===== src/rtl/mult_feeder.sv =====
// mult_feeder: buffers operand pairs and sequences them one at a time
// into an iterative multiplier, short-circuiting pairs with a zero operand.
module mult_feeder #(
  parameter int N     = 2,
  parameter int DEPTH = 4
) (
  input  logic                   clk,
  input  logic                   rst,
  input  logic                   in_valid,
  output logic                   in_ready,
  input  logic [N-1:0]           in_a,
  input  logic [N-1:0]           in_b,
  output logic                   mult_start,
  output logic [N-1:0]           mult_a,
  output logic [N-1:0]           mult_b,
  input  logic                   mult_done,
  input  logic [2*N-1:0]         mult_prod,
  output logic                   out_valid,
  input  logic                   out_ready,
  output logic [2*N-1:0]         out_prod,
  output logic                   busy,
  output logic [$clog2(DEPTH):0] count
);

  localparam int AW = $clog2(DEPTH);

  typedef enum logic [1:0] {
    IDLE,
    ISSUE,
    WAIT,
    HOLD
  } state_t;

  state_t         state;
  logic [N-1:0]   mem_a [DEPTH];
  logic [N-1:0]   mem_b [DEPTH];
  logic [AW-1:0]  wr_ptr;
  logic [AW-1:0]  rd_ptr;
  logic [N-1:0]   head_a;
  logic [N-1:0]   head_b;
  logic           head_zero;
  logic           push;
  logic           pop;

  assign in_ready  = (count != (AW+1)'(DEPTH));
  assign push      = in_valid && in_ready;
  assign pop       = (state == IDLE) && (count != '0);
  assign head_a    = mem_a[rd_ptr];
  assign head_b    = mem_b[rd_ptr];
  assign head_zero = (head_a == '0) || (head_b == '0);
  assign busy      = (state != IDLE);

  // storage needs no reset: occupancy alone decides what is valid
  always_ff @(posedge clk) begin
    if (push) begin
      mem_a[wr_ptr] <= in_a;
      mem_b[wr_ptr] <= in_b;
    end
  end

  always_ff @(posedge clk or negedge rst) begin
    if (!rst) begin
      wr_ptr <= '0;
      rd_ptr <= '0;
      count  <= '0;
    end else begin
      if (push) wr_ptr <= wr_ptr + AW'(1);
      if (pop)  rd_ptr <= rd_ptr + AW'(1);
      unique case ({push, pop})
        2'b10:   count <= count + (AW+1)'(1);
        2'b01:   count <= count - (AW+1)'(1);
        default: count <= count;
      endcase
    end
  end

  always_ff @(posedge clk or negedge rst) begin
    if (!rst) begin
      state      <= IDLE;
      mult_start <= 1'b0;
      mult_a     <= '0;
      mult_b     <= '0;
      out_valid  <= 1'b0;
      out_prod   <= '0;
    end else begin
      unique case (state)
        IDLE: begin
          if (pop) begin
            if (head_zero) begin
              out_prod  <= '0;
              out_valid <= 1'b1;
              state     <= HOLD;
            end else begin
              mult_a     <= head_a;
              mult_b     <= head_b;
              mult_start <= 1'b1;
              state      <= ISSUE;
            end
          end
        end
        ISSUE: begin
          mult_start <= 1'b0;
          state      <= WAIT;
        end
        WAIT: begin
          if (mult_done) begin
            out_prod  <= mult_prod;
            out_valid <= 1'b1;
            state     <= HOLD;
          end
        end
        HOLD: begin
          if (out_ready) begin
            out_valid <= 1'b0;
            state     <= IDLE;
          end
        end
        default: state <= IDLE;
      endcase
    end
  end

endmodule


===== config.mk =====
export PLATFORM = sky130hd
export DESIGN_NAME = mult_feeder
export DESIGN_NICKNAME = d
export VERILOG_FILES = /design/src/rtl/mult_feeder.sv
export SDC_FILE = /design/constraint.sdc
export NUM_CORES = 1
export LEC_CHECK = 0
export CAP_MARGIN = 20
export CORE_AREA = 2 2 62 64
export CTS_CLUSTER_DIAMETER = 120
export DETAILED_ROUTE_END_ITERATION = 7
export DIE_AREA = 0 0 64 66
export GPL_ROUTABILITY_DRIVEN = 0
export HOLD_SLACK_MARGIN = 0.15
export PLACE_DENSITY = 0.73
export SLEW_MARGIN = 20
export SYNTH_ARGS = -nofsm -noshare
export SYNTH_HDL_FRONTEND = slang
export SYNTH_SLANG_ARGS = --single-unit

===== constraint.sdc =====
create_clock -name clk -period 2.1 [get_ports clk]
set_input_delay 0.315 -clock clk [delete_from_list [all_inputs] [get_ports clk]]
set_output_delay 0.315 -clock clk [all_outputs]
set_load 0.03 [all_outputs]

==> Yosys cells after proc, flatten, opt, wreduce, memory -nomap -nowiden <==
Memories as Yosys holds them, arrays and structs flattened.
Cells that the tools add are included.
{ "word_totals": {"register_bits": 19, "ram_bits": 16, "inputBits": 13, "out_inout_bits": 15, "word_cells": 64, "n_memories": 2} }
{ "op_classes": {"addsub": 4, "n_eq_ne": 11, "n_mux": 20, "bitwise_logic": 1, "reduce_logical": 17} }
{ "mem_list": {"columns": ["name", "words", "word_bits", "read_ports", "rd_ports_with_merged_regs", "wr", "line", "text"], "rows": [
  ["mem_a", 4, 2, 1, 0, 1, "35", "logic [N-1:0] mem_a [DEPTH];"],
  ["mem_b", 4, 2, 1, 0, 1, "36", "logic [N-1:0] mem_b [DEPTH];"]
]} }
{ "ops": {"columns": ["operator", "count"], "rows": [
  ["2-to-1 mux 4 bit", 3],
  ["!= test 2 bit (second input constant)", 5],
  ["AND reduction 3 bit", 3],
  ["2-to-1 mux 1 bit", 8],
  ["2-to-1 mux 2 bit", 4],
  ["one-hot mux 2 bit (4 select lines)", 1],
  ["one-hot mux 4 bit (2 select lines)", 1],
  ["nonzero test 2 bit", 4],
  ["== test 2 bit (second input constant)", 3],
  ["logical NOT 2 bit", 3],
  ["one-hot mux 3 bit (2 select lines)", 1],
  ["nonzero test 3 bit", 2],
  ["AND reduction 5 bit", 1],
  ["adder 2 x 1 -> 2 bit (second input constant)", 2],
  ["== test 2 x 1 -> 1 bit (second input constant)", 2],
  ["AND reduction 4 bit", 1],
  ["adder 3 x 1 -> 3 bit (second input constant)", 1],
  ["!= test 3 bit (second input constant)", 1],
  ["one-hot mux 1 bit (3 select lines)", 1],
  ["subtractor 3 x 1 -> 3 bit (second input constant)", 1],
  ["logical AND 1 bit", 2],
  ["one-hot mux 1 bit (2 select lines)", 1],
  ["logical OR 1 bit", 1],
  ["inverter 1 bit", 1]
]} }

==> Longest topological paths before layout <==
Gate-level depths: netlist (run 1).
An unclocked memory read counts as a cell.
{ "depth": {"ltp_word": 6, "mapped_depth": 9} }

==> Worst setup path after synthesis (run 1) <==
No wires, ideal clock.
{ "synth_timing": {"path_type": "flip-flop to flip-flop", "start": "register count[0]", "end": "register count[2]", "t_arrival_ns": 2.166, "required_ns": 1.962, "setup_slack_ns": -0.204, "path_stages_with_launch": 10, "path_cell_list": "dfrtp_1 -> nor2_1 -> nand2_1 -> and2_1 -> inv_1 -> ha_1 -> fa_1 -> xnor2_1 -> nor2_1 -> xor2_1"} }
{ "synth_via": {"elab_chain_len": 4} }
{ "synth_rtl": {"columns": ["element", "line", "text"], "rows": [
  ["start, declared", "22", "output logic [$clog2(DEPTH):0] count"],
  ["start signal, assigned", "70", "2'b10: count <= count + (AW+1)'(1);"],
  ["start signal, assigned", "71", "2'b01: count <= count - (AW+1)'(1);"],
  ["start signal, assigned", "72", "default: count <= count;"],
  ["!= test 3 bit *", "45", "assign in_ready = (count != (AW+1)'(DEPTH));"],
  ["named net in_ready", "10", "output logic in_ready,"],
  ["logical AND 1 bit *", "46", "assign push = in_valid && in_ready;"],
  ["== test 2 x 1 -> 1 bit / == test 2 bit (equally long branches)", "69", "unique case ({push, pop})"],
  ["one-hot mux 3 bit (2 select lines) / nonzero test 2 bit (equally long branches)", null, null]
]} }
Mark *: on every way through the listed nets, which the timed path passes. The rest lies on a longest branch.
A chain may end at the register's enable or synchronous reset.

==> Worst setup path in the final report (run 1) <==
{ "layout_timing": {"start": "register count[0]", "end": "output port in_ready"} }
{ "layout_via": {"elab_chain_len": 1} }
{ "layout_rtl": {"columns": ["element", "line"], "rows": [
  ["!= test 3 bit", "45"],
  ["end, declared", "10"]
]} }
No other way between the ends.

==> impl_results.md, run 1 <==
- Top Ports: 28
- Maximum root-to-sink buffer count: 2
- Hold Buf Count CTS: 0
- Top-area cell type share of the netlist area: 29.7%
- Postcts setup bufs: 0
- Worst hold path type: primary input to asynchronous set/reset pin
- Synth cell count leaders: 19 x dfrtp_1, 16 x edfxtp_1, 9 x ha_1, 7 x inv_1
- CTS clk-pin slew, worst paths: 110 ps
- Crit-path max FO: 6
- Grt total ovfl: 0
- Logic pwr share: about 52%
- Initial core utilization: 45.5%
- Clock share of power: 11.5%
- Slowest CP cell: clkdlybuf4s50_1
- Critical Path End Type: output port
- Crit path buf inv count: 1
- Final period utilization: 93.5%
- Number of flops mapped to enable cells by yosys: 16
- Largest net degree at the start of global routing: 20
- Worst Skew: roughly 11 ps
- Standard-cell rows: 22
- Max Slew Vio Count: 0
- DRC viols: 0
- Status: finished, final reports clean
- Family with the most delay on the worst path: buffers and inverters
- Syn nets: approximately 130
- Slowest stage delay, CP: between 600 and 700 ps
- Global-route wire length before repair: between 4000 and 5000 µm
- CTS tree: yes
- Mean Syn Cell Area: around 16 µm²
- Seq/Total Area, Yosys: around three fifths
- Rel. slew slack: 65.0%
- Routed WL: 2690 µm
- Final HPWL DP: about 2100 µm
- Ys flop type: dfrtp_1
- Sequential Power Share: 36.2%
- Synthesis-to-finish area growth: 26.3%
- Vias in the first global route: 1059
- DR vias/cell: 5.10
- Vias: ~970
- Final net count: 165
- CP required: around 1800 ps
- Switching Fraction: around two fifths
- Finish-stage setup viols: 0
- Num CTS Buffers: 5
- Top cells by area, synth: edfxtp_1 30%, dfrtp_1 29%, ha_1 7.0%, mux4_2 5.6%, o221ai_4 3.3%
- Dpl cells: 183
- Initial antenna violation count: 0
- Share of cells above drive strength 1: between 10% and 20%
- Htree depth: 2
- Cell Pwr Density: roughly 1600 mW/mm²
- Endpoints failing hold: 0
- DP Area: between 0.0015 and 0.002 mm²
- Setup TNS: 0 ps
- Max VDD drop: about 0.00098 V
- DRT antenna net count: 0
- Starting DRT DRC Count: slightly above 80
- Die height: about 66 µm
- Crit-path cells: nor2_1 > nand2_2 > clkdlybuf4s50_1
- CP arrival: around 1700 ps
- Area leader, netlist: edfxtp_1
- Distinct cells, synth: 28
- RSZ-0062 raised after global routing: no
- Post-route design area: roughly 0.0020 mm²
- Worst setup path class: flip-flop to output port
- Routed WL per cell: 14.1 µm
- Yosys warnings: 0
- P_int: 1930 µW
- Die W: approximately 64 µm
- Synth Instances: 104
- Finished Layout Cells: ~190
- Synth Register Bits: 35
- Synthesized cell area: approximately 0.0016 mm²
- Core Box Area: 0.00355 mm²
- Diodes inserted: 0
- CTS sink cnt: 35
- CTS Root Cell: clkbuf_4
- Die Area: around 0.0042 mm²
- Top-count cell post-synth: dfrtp_1
- Minimum clock period: between 1500 and 2000 ps
- Ys async rst share: 54.3%
- Measured slew at the worst slew-check pin: 518 ps
- Port bufs: 27
- Fmax: a little over 0.5 GHz
- Setup crit start kind: flip-flop
- Max_cap viols: 0
- Reg2reg setup slack: 160 ps
- Gr usage total: between 15 and 20%
- P_sw: roughly 1300 µW
- Clock Latency Late Sink: ~330 ps
- P_leak: around 0.00084 µW
- Drt pass-1 iters: 4
## worst reg2reg max path: cells and delay by family (launching register included)
kind,cells,cell delay (ps)
mux,1,270
buf+inv,1,50
simple gates,3,430
flops,1,470
fa+ha+maj,2,610
## routing by layer
metal	track usage [%]	up-vias	part of all wire, %
li1	-	462	-
met1	18.4	485	41
met2	26.0	22	53
met3	4.26	5	4.3
met4	7.34	0	1.4
met5	0	-	0
## flip-flops by register name (all words and copies together), names as in the netlist, 2 cells and up
signal,flops
count,3
mem_a,8
mem_b,8
mult_a,2
mult_b,2
out_prod,4
rd_ptr,2
state,2
wr_ptr,2
## cell type report
| class | count | area, µm² |
|---|---|---|
| timing repair buffer | 32 | 307 |
| sequential | 35 | 960 |
| fill | 287 | 1510 |
| tap | 48 | 60.1 |
| multi-input combinational | 61 | 627 |
| inverter | 7 | 26.3 |
| clock buffer | 7 | 55.1 |
| clock inverter | 1 | 5.00 |
## per-stage QoR
step | worst slack (ps) | total power (µW) | util, % | hold WS [ps]
finish | 136 | 3240 | 57.4 | 313
global placement | 82.6 | 2820 | 55.7 | 464
CTS | 94.7 | 3280 | 57.4 | 311
detailed placement | 20.6 | 2900 | 55.7 | 472
global route | 14.1 | 3490 | 57.4 | 316
floorplan | 22.6 | 2370 | - | 19.4
## layout by cell type (no fill, tap or decap), types with 4 or more instances in the layout
| cell | instances |
|---|---|
| inv_1 | 7 |
| mux4_2 | 4 |
| clkdlybuf4s50_1 | 26 |
| dfrtp_1 | 16 |
| mux2_1 | 4 |
| xnor2_1 | 4 |
| edfxtp_1 | 16 |
| a21bo_1 | 4 |
| buf_4 | 5 |
| clkbuf_4 | 5 |
| nand4_1 | 4 |
| ha_1 | 8 |
| and3_1 | 4 |
## repair_timing
| action | CTS | global route |
|---|---|---|
| gates cloned | 0 | 0 |
| resized for setup | 1 | 1 |
| endpoints found under the setup margin | 1 | 1 |
| hold endpoints to repair | 0 | 0 |
## power groups by stage
stage          logic [µW]  clock network [µW]  registers, µW
3_5_place_dp         1710                   0           1200
5_1_grt              1850                 418           1220
2_1_floorplan        1010                   0           1360
6_report             1690                 374           1170
4_1_cts              1710                 385           1180
3_3_place_gp         1640                   0           1180
## kinds of logic after synthesis
logic type               synth area share [%]
flip-flops                               59.2
AND/OR/NAND/NOR                          7.36
AO/OA/AOI/OAI                            9.29
multiplexers                             10.4
adder cells (fa/ha/maj)                  8.21
buffers and inverters                    2.32
XOR/XNOR                                 3.25
## final timing paths
| check | from | end | cells after the start |
|---|---|---|---|
| min in group clk | out_prod[3]$_DFFE_PN0P_ | out_prod[3]$_DFFE_PN0P_ | 1 |
| setup reg to reg | count[0]$_DFFE_PN0P_ | count[1]$_DFFE_PN0P_ | 7 |
| setup / recovery | count[0]$_DFFE_PN0P_ | in_ready | 3 |
| hold / removal | rst | mult_start$_DFFE_PN0P_ | 2 |
| hold reg to reg | out_prod[3]$_DFFE_PN0P_ | out_prod[3]$_DFFE_PN0P_ | 1 |
| max in group asynchronous | rst | rd_ptr[0]$_DFFE_PN0P_ | 2 |
Note: power is estimated with default switching activity, not from simulation.
==> run 2, diff against run 1 <==
- GPL_ROUTABILITY_DRIVEN: 0 -> 1
==> results of run 2 <==
Same layout as run 1: the final DEF is identical, and so are final timing and power.
